### src/rtl/andor3_reg.sv
// rtl/andor3_reg.sv - registered bitwise 3-input AND/OR reduction with valid flag
module andor3_reg #(
    parameter int WIDTH = 1
) (
    input  logic             clk,
    input  logic             rst,
    input  logic             in_valid,
    input  logic [WIDTH-1:0] a,
    input  logic [WIDTH-1:0] b,
    input  logic [WIDTH-1:0] c,
    output logic [WIDTH-1:0] y,
    output logic [WIDTH-1:0] z,
    output logic             out_valid
);

    logic [WIDTH-1:0] y_d, y_q;
    logic [WIDTH-1:0] z_d, z_q;
    logic             valid_d, valid_q;

    // Results hold when no new operands arrive; only the valid flag drops.
    always_comb begin
        y_d     = y_q;
        z_d     = z_q;
        valid_d = 1'b0;
        if (in_valid) begin
            y_d     = a & b & c;
            z_d     = a | b | c;
            valid_d = 1'b1;
        end
    end

    always_ff @(posedge clk) begin
        if (rst) begin
            y_q     <= '0;
            z_q     <= '0;
            valid_q <= 1'b0;
        end else begin
            y_q     <= y_d;
            z_q     <= z_d;
            valid_q <= valid_d;
        end
    end

    assign y         = y_q;
    assign z         = z_q;
    assign out_valid = valid_q;

endmodule

### config.mk
export PLATFORM = sky130hd
export DESIGN_NAME = andor3_reg
export DESIGN_NICKNAME = d
export VERILOG_FILES = /design/src/rtl/andor3_reg.sv
export SDC_FILE = /design/constraint.sdc
export NUM_CORES = 1
export LEC_CHECK = 0
export BUFFER_PORTS_ARGS = -buffer_cell sky130_fd_sc_hd__buf_2
export CAP_MARGIN = 20
export CELL_PAD_IN_SITES_DETAIL_PLACEMENT = 0
export CELL_PAD_IN_SITES_GLOBAL_PLACEMENT = 1
export CORE_AREA = 2 2 39 41
export DETAILED_ROUTE_END_ITERATION = 8
export DIE_AREA = 0 0 41 43
export PLACE_DENSITY_LB_ADDON = 0.12
export SLEW_MARGIN = 20
export SYNTH_ARGS = -nofsm -noshare
export SYNTH_HDL_FRONTEND = slang
export SYNTH_SLANG_ARGS = --single-unit
### constraint.sdc
create_clock -name clk -period 1.81 [get_ports clk]
set_input_delay 0 -clock clk [delete_from_list [all_inputs] [get_ports clk]]
set_output_delay 0 -clock clk [all_outputs]
set_load 0.005 [all_outputs]
==> summary.txt, run 1 <==
worst r2r path cells: 2
status: finished clean
CP top delay family: flip-flops
DRT iter0 DRCs: 0
H-tree depth: 1
crit path DAT: 0.67 ns
routed via count: 122
fin crit share: 37.0%
final total power: 0.000205 W
die area: 1760 sq um
Peak VDD IR: 295 uV
first-pass GRT wire length: 427 microns
DRT Pass-1 Iters: 1
Starting Density: 7.23%
Lkg Pwr: 0.0876 nW
CTS Hold Bufs: 1
port buffer count: 8
Fmax: 1490 MHz
Worst setup EP type: output pin
critical path, cell by cell: buf_2
skew final: 0 ns
Synth area leader: dfxtp_1
Synth top area share: 60.0%
synthesized flop and latch total: 3
worst setup margin: 1.14 ns
Final Hold Vio Count: 0
final net count: 30
synthesized area per cell: 10.0 sq um
I/O pins: 9
synthesized cell area: 100 sq um
unrepaired setup endpoints after global routing: no
Reg clk slew, reported paths: 0.04 ns
Slew HR: 87.4%
Setup violations, final: 0
Distinct cells, synth: 8
Final ANT Viol Nets: 0
count leader, synth: dfxtp_1
number of global-route vias before repair: 103
startpoint types: flop
Total Neg Setup Slack: 0 ns
max_cap viols: 0
clock latency on the worst-skew pair: 0.23 ns
Min-Delay Path Class: input port to flop
Setup CP Type: flop to output pin
Reg-to-Reg End: z
Buf/Inv on CP: 1
DRC errors left: 0
Hold Path Stages: 2
synth warn: 0
total gr overflow: 0
Area growth syn-to-layout: 96.2%
launch point of the worst hold path: in_valid
Worst Path Max Fanout: 2
initial antenna violation count: 0
Place WS: 1.18 ns
layout cells sized above 1: 47.8%
Antenna Cells: 0
CTS sink count: 3
Hold Path Sink: z
CP max-delay cell: dfxtp_1
worst-margin pin slew: 0.188 ns
Via density: 3.13
Pwr Density: 1040 nW/um^2
Post-synth ARST share: 0%
Syn Inst Count: 10
chip width: 41 microns
Post-CTS Setup Inserts: 0
Core Footprint: 1380 sq um
RePlAce Congestion: 0.609
post-cts repair resize count: 0
register area share after synthesis: 60.0%
Final min period: 0.669 ns
Net Count, Synth: 16
CTS Buf Count: 3
# rows: 14
Most used DFF post-synth: dfxtp_1
Crit path largest cell delay: 0.32 ns
final WL: 284 microns
launch point of the worst reg-to-reg path: z
clock root cell: clkbuf_4
chip height: 43 microns
CTS max path bufs: 2
WP data required: 1.81 ns
largest cells by area after synthesis: dfxtp_1 60%, a211oi_1 7.5%, nand2b_1 6.3%
Post-synth EDFFs: 0
routed length per instance: 7.28 microns
global-route usage over all layers: 4.21%
Reg2Reg Setup Slack: 1.18 ns
count of pins over their slew limit: 0
largest net degree at the start of global routing: 6
CTS tree: built
[power by group]
part / internal, W / total (W) / switching [W]
clock network: 0.0000826 / 0.000117 / 0.0000343
registers: 0.0000700 / 0.0000713 / 0.00000136
logic: 0.00000995 / 0.0000171 / 0.00000713
total: 0.000163 / 0.000205 / 0.0000428
[registers in the layout, summed over array words and instances (netlist names)]
name,flops
z,1
out_valid,1
y,1
[how the worst max path moves through the flow]
stage,end,start,depth (start not counted)
after floorplan,z,z,2
after global placement,z,z,2
after detailed placement,z,z,2
after CTS,y,y,1
after global routing,z,rst,3
final,z,z,1
[metal layers]
metal,wire (microns),up-vias,GRT usage (%)
met5,0,-,0
met4,0,0,2.00
met3,39,0,6.28
met2,125,7,4.06
met1,119,53,4.47
li1,-,62,-
[per-stage QoR]
stage	instances	utilization (%)	hold slack (ns)	instance area (sq um)
2_1_floorplan	10	-	0.0691	100
3_3_place_gp	34	11.6	0.203	160
3_5_place_dp	34	11.6	0.202	160
4_1_cts	39	14.2	0.00145	196
5_1_grt	39	14.2	0.0244	196
6_report	39	14.2	0.00841	196
[worst register-to-register path: cells and delay by family (launching register included)]
| kind | cells | cell delay [ns] |
|---|---|---|
| AO/OA/AOI/OAI | 1 | 0.18 |
| AND/OR/NAND/NOR | 1 | 0.04 |
| flip-flops | 1 | 0.32 |
[layout make-up]
type                            instances  area [sq um]
Multi-Input combinational cell          7          40.0
Timing Repair Buffer                    9          50.0
Sequential cell                         3          60.1
Clock buffer                            4          26.3
Fill cell                             174          1190
Tap cell                               16          20.0
[logic make-up after synthesis]
kind of cell | share of synthesized area, %
DFF | 60.0
AOI/OAI and AO/OA | 12.5
and+or+nand+nor | 27.5
[cells in the final DEF, fill, tap and decap left out, drive strengths merged]
cell	count
nand4	1
dfxtp	3
dlygate4sd3	1
nor3	1
nor2	1
a21oi	1
nor2b	1
a211oi	1
buf	8
clkbuf	4
nand2b	1
Power figures use the tool's default switching activity.
==> run 2: changes to the inputs <==
- clock period: 1.81 -> 0.8 ns (I/O delays scaled with it)
==> summary.txt, run 2 (synthesized netlist as in run 1, its figures left out) <==
status: finished clean
routed length per instance: 7.18 microns (-1.5%)
global-route usage over all layers: 4.30% (+0.096 points)
most common cell after layout, fill and taps aside: buf_2
final net count: 31 (+3.3%)
# rows: 14 (unchanged)
Reg clk slew, reported paths: 0.04 ns (about the same)
Final min period: 0.778 ns
initial antenna violation count: 0 (unchanged)
startpoint types: input port
count of pins over their slew limit: 0 (unchanged)
fillcell total: 159 (-8.6%)
Setup CP Type: input port to flop
largest net degree at the start of global routing: 6 (unchanged)
WP data required: 0.96 ns (-0.85 ns)
DRC errors left: 0 (unchanged)
Via density: 2.93 (-6.5%)
Pwr Density: 2230 nW/um^2 (+110%)
critical path, cell by cell: dlygate4sd3_1, buf_4, nand2b_1, a21oi_1
H-tree depth: 1 (unchanged)
Place WS: 0.170 ns (-1.01 ns)
wire length on met2: 119 microns (-4.8%)
clock root cell: clkbuf_4
max_cap viols: 0 (unchanged)
first-pass GRT wire length: 434 microns (+1.6%)
Total Neg Setup Slack: 0 ns (unchanged)
Lkg Pwr: 0.0927 nW (+5.8%)
CP max-delay cell: dlygate4sd3_1
Final Hold Vio Count: 0 (unchanged)
hold slack: 0.0642 ns (+0.0557 ns)
RePlAce Congestion: 0.583 (-4.3%)
Sequential Area: 60.1 sq um (unchanged)
CTS Buf Count: 3 (unchanged)
Core Footprint: 1380 sq um (unchanged)
CTS max path bufs: 2 (unchanged)
Post-Route M1 WL: 128 microns (+7.6%)
Min-Delay Path Class: input port to flop
number of global-route vias before repair: 100 (-2.9%)
layout cells sized above 1: 45.8% (-2.0 points)
Setup violations, final: 0 (unchanged)
Post-CTS Setup Inserts: 0 (unchanged)
HPWL after DPL: 219 microns
metal3 WL: 38 microns (-2.6%)
die area: 1760 sq um (unchanged)
Worst setup EP type: flop
Starting Density: 7.23% (unchanged)
Area growth syn-to-layout: 109%
unrepaired setup endpoints after global routing: no
chip height: 43 microns (unchanged)
worst setup margin: 0.0220 ns (-1.12 ns)
skew final: 0 ns (unchanged)
chip width: 41 microns (unchanged)
DRT iter0 DRCs: 3 (+3)
Fmax: 1290 MHz
worst-margin pin slew: 0.189 ns (+0.000755 ns)
final WL: 287 microns (+1.1%)
Slew HR: 87.3% (about the same)
routed via count: 117 (-4.1%)
crit path DAT: 0.94 ns (+0.27 ns)
commonest cells after routing, fill and taps aside: 7 x buf_2, 3 x clkbuf_4, 3 x dfxtp_1
Antenna Cells: 0 (unchanged)
Final ANT Viol Nets: 0 (unchanged)
Worst Path Max Fanout: 5 (+3)
I/O pins: 9 (unchanged)
final total power: 0.000467 W (+130%)
CTS tree: built
total gr overflow: 0 (unchanged)
footprint of the multi-input gates: 40.0 sq um (unchanged)
port buffer count: 8 (unchanged)
Crit path largest cell delay: 0.54 ns (+0.22 ns)
DRT Pass-1 Iters: 4 (+3)
Peak VDD IR: 422 uV (+43%)
clock latency on the worst-skew pair: 0.23 ns (about the same)
fin crit share: 97.3%
top layer in use: met3
CTS sink count: 3 (unchanged)
-- run 2: cell count changes in the layout (fill, tap and decap cells not counted), sizes merged --
| cell | previous run | this run |
|---|---|---|
| dlygate4sd3 | 1 | 2 |
-- run 2: worst max-delay path, delay by kind of cell --
kind	cells	cell delay (ns)
AOI/OAI and AO/OA	1	0.12
buffers and inverters	2	0.69
and+or+nand+nor	1	0.13
-- run 2: final cells by class --
class,count,area share [%]
repair buffers,10,29.9
flip-flops and latches,3,28.7
multi-input cells,7,19.2
clock buffers,4,12.6
well taps,16,9.58
-- run 2: per-stage QoR --
step | utilization (%) | std cells | area (sq um)
after floorplan | - | 10 | 100
after global placement | 11.6 | 34 | 160
after detailed placement | 11.6 | 34 | 160
after CTS | 14.9 | 40 | 206
after global routing | 15.1 | 40 | 209
final | 15.1 | 40 | 209
-- run 2: power by group --
group	internal (W)	total (W)	switching [W]
Sequential	0.000158	0.000161	0.00000264
Clock	0.000187	0.000262	0.0000749
Combinational	0.0000272	0.0000444	0.0000172
-- run 2: metal layers --
| layer | track usage, % | vias up |
|---|---|---|
| met5 | 0 | - |
| met4 | 4.00 | 0 |
| met3 | 4.71 | 0 |
| met2 | 3.75 | 7 |
| met1 | 5.10 | 47 |
| li1 | - | 63 |
-- run 2: repair_timing --
item                                    4_1_cts  5_1_grt
endpoints found under the setup margin        0        1
gates resized for setup                       0        1
endpoints found under the hold margin         3        0
hold buffers                                  2        0
-- run 2: path summary, 6_finish.rpt --
path | from | end | slack [ns] | cells past startpoint
setup / recovery | in_valid | y | 0.02 | 4
hold reg to reg | y | y | 0.47 | 2
hold / removal | b | y | 0.06 | 3
setup reg to reg | z | z | 0.17 | 2
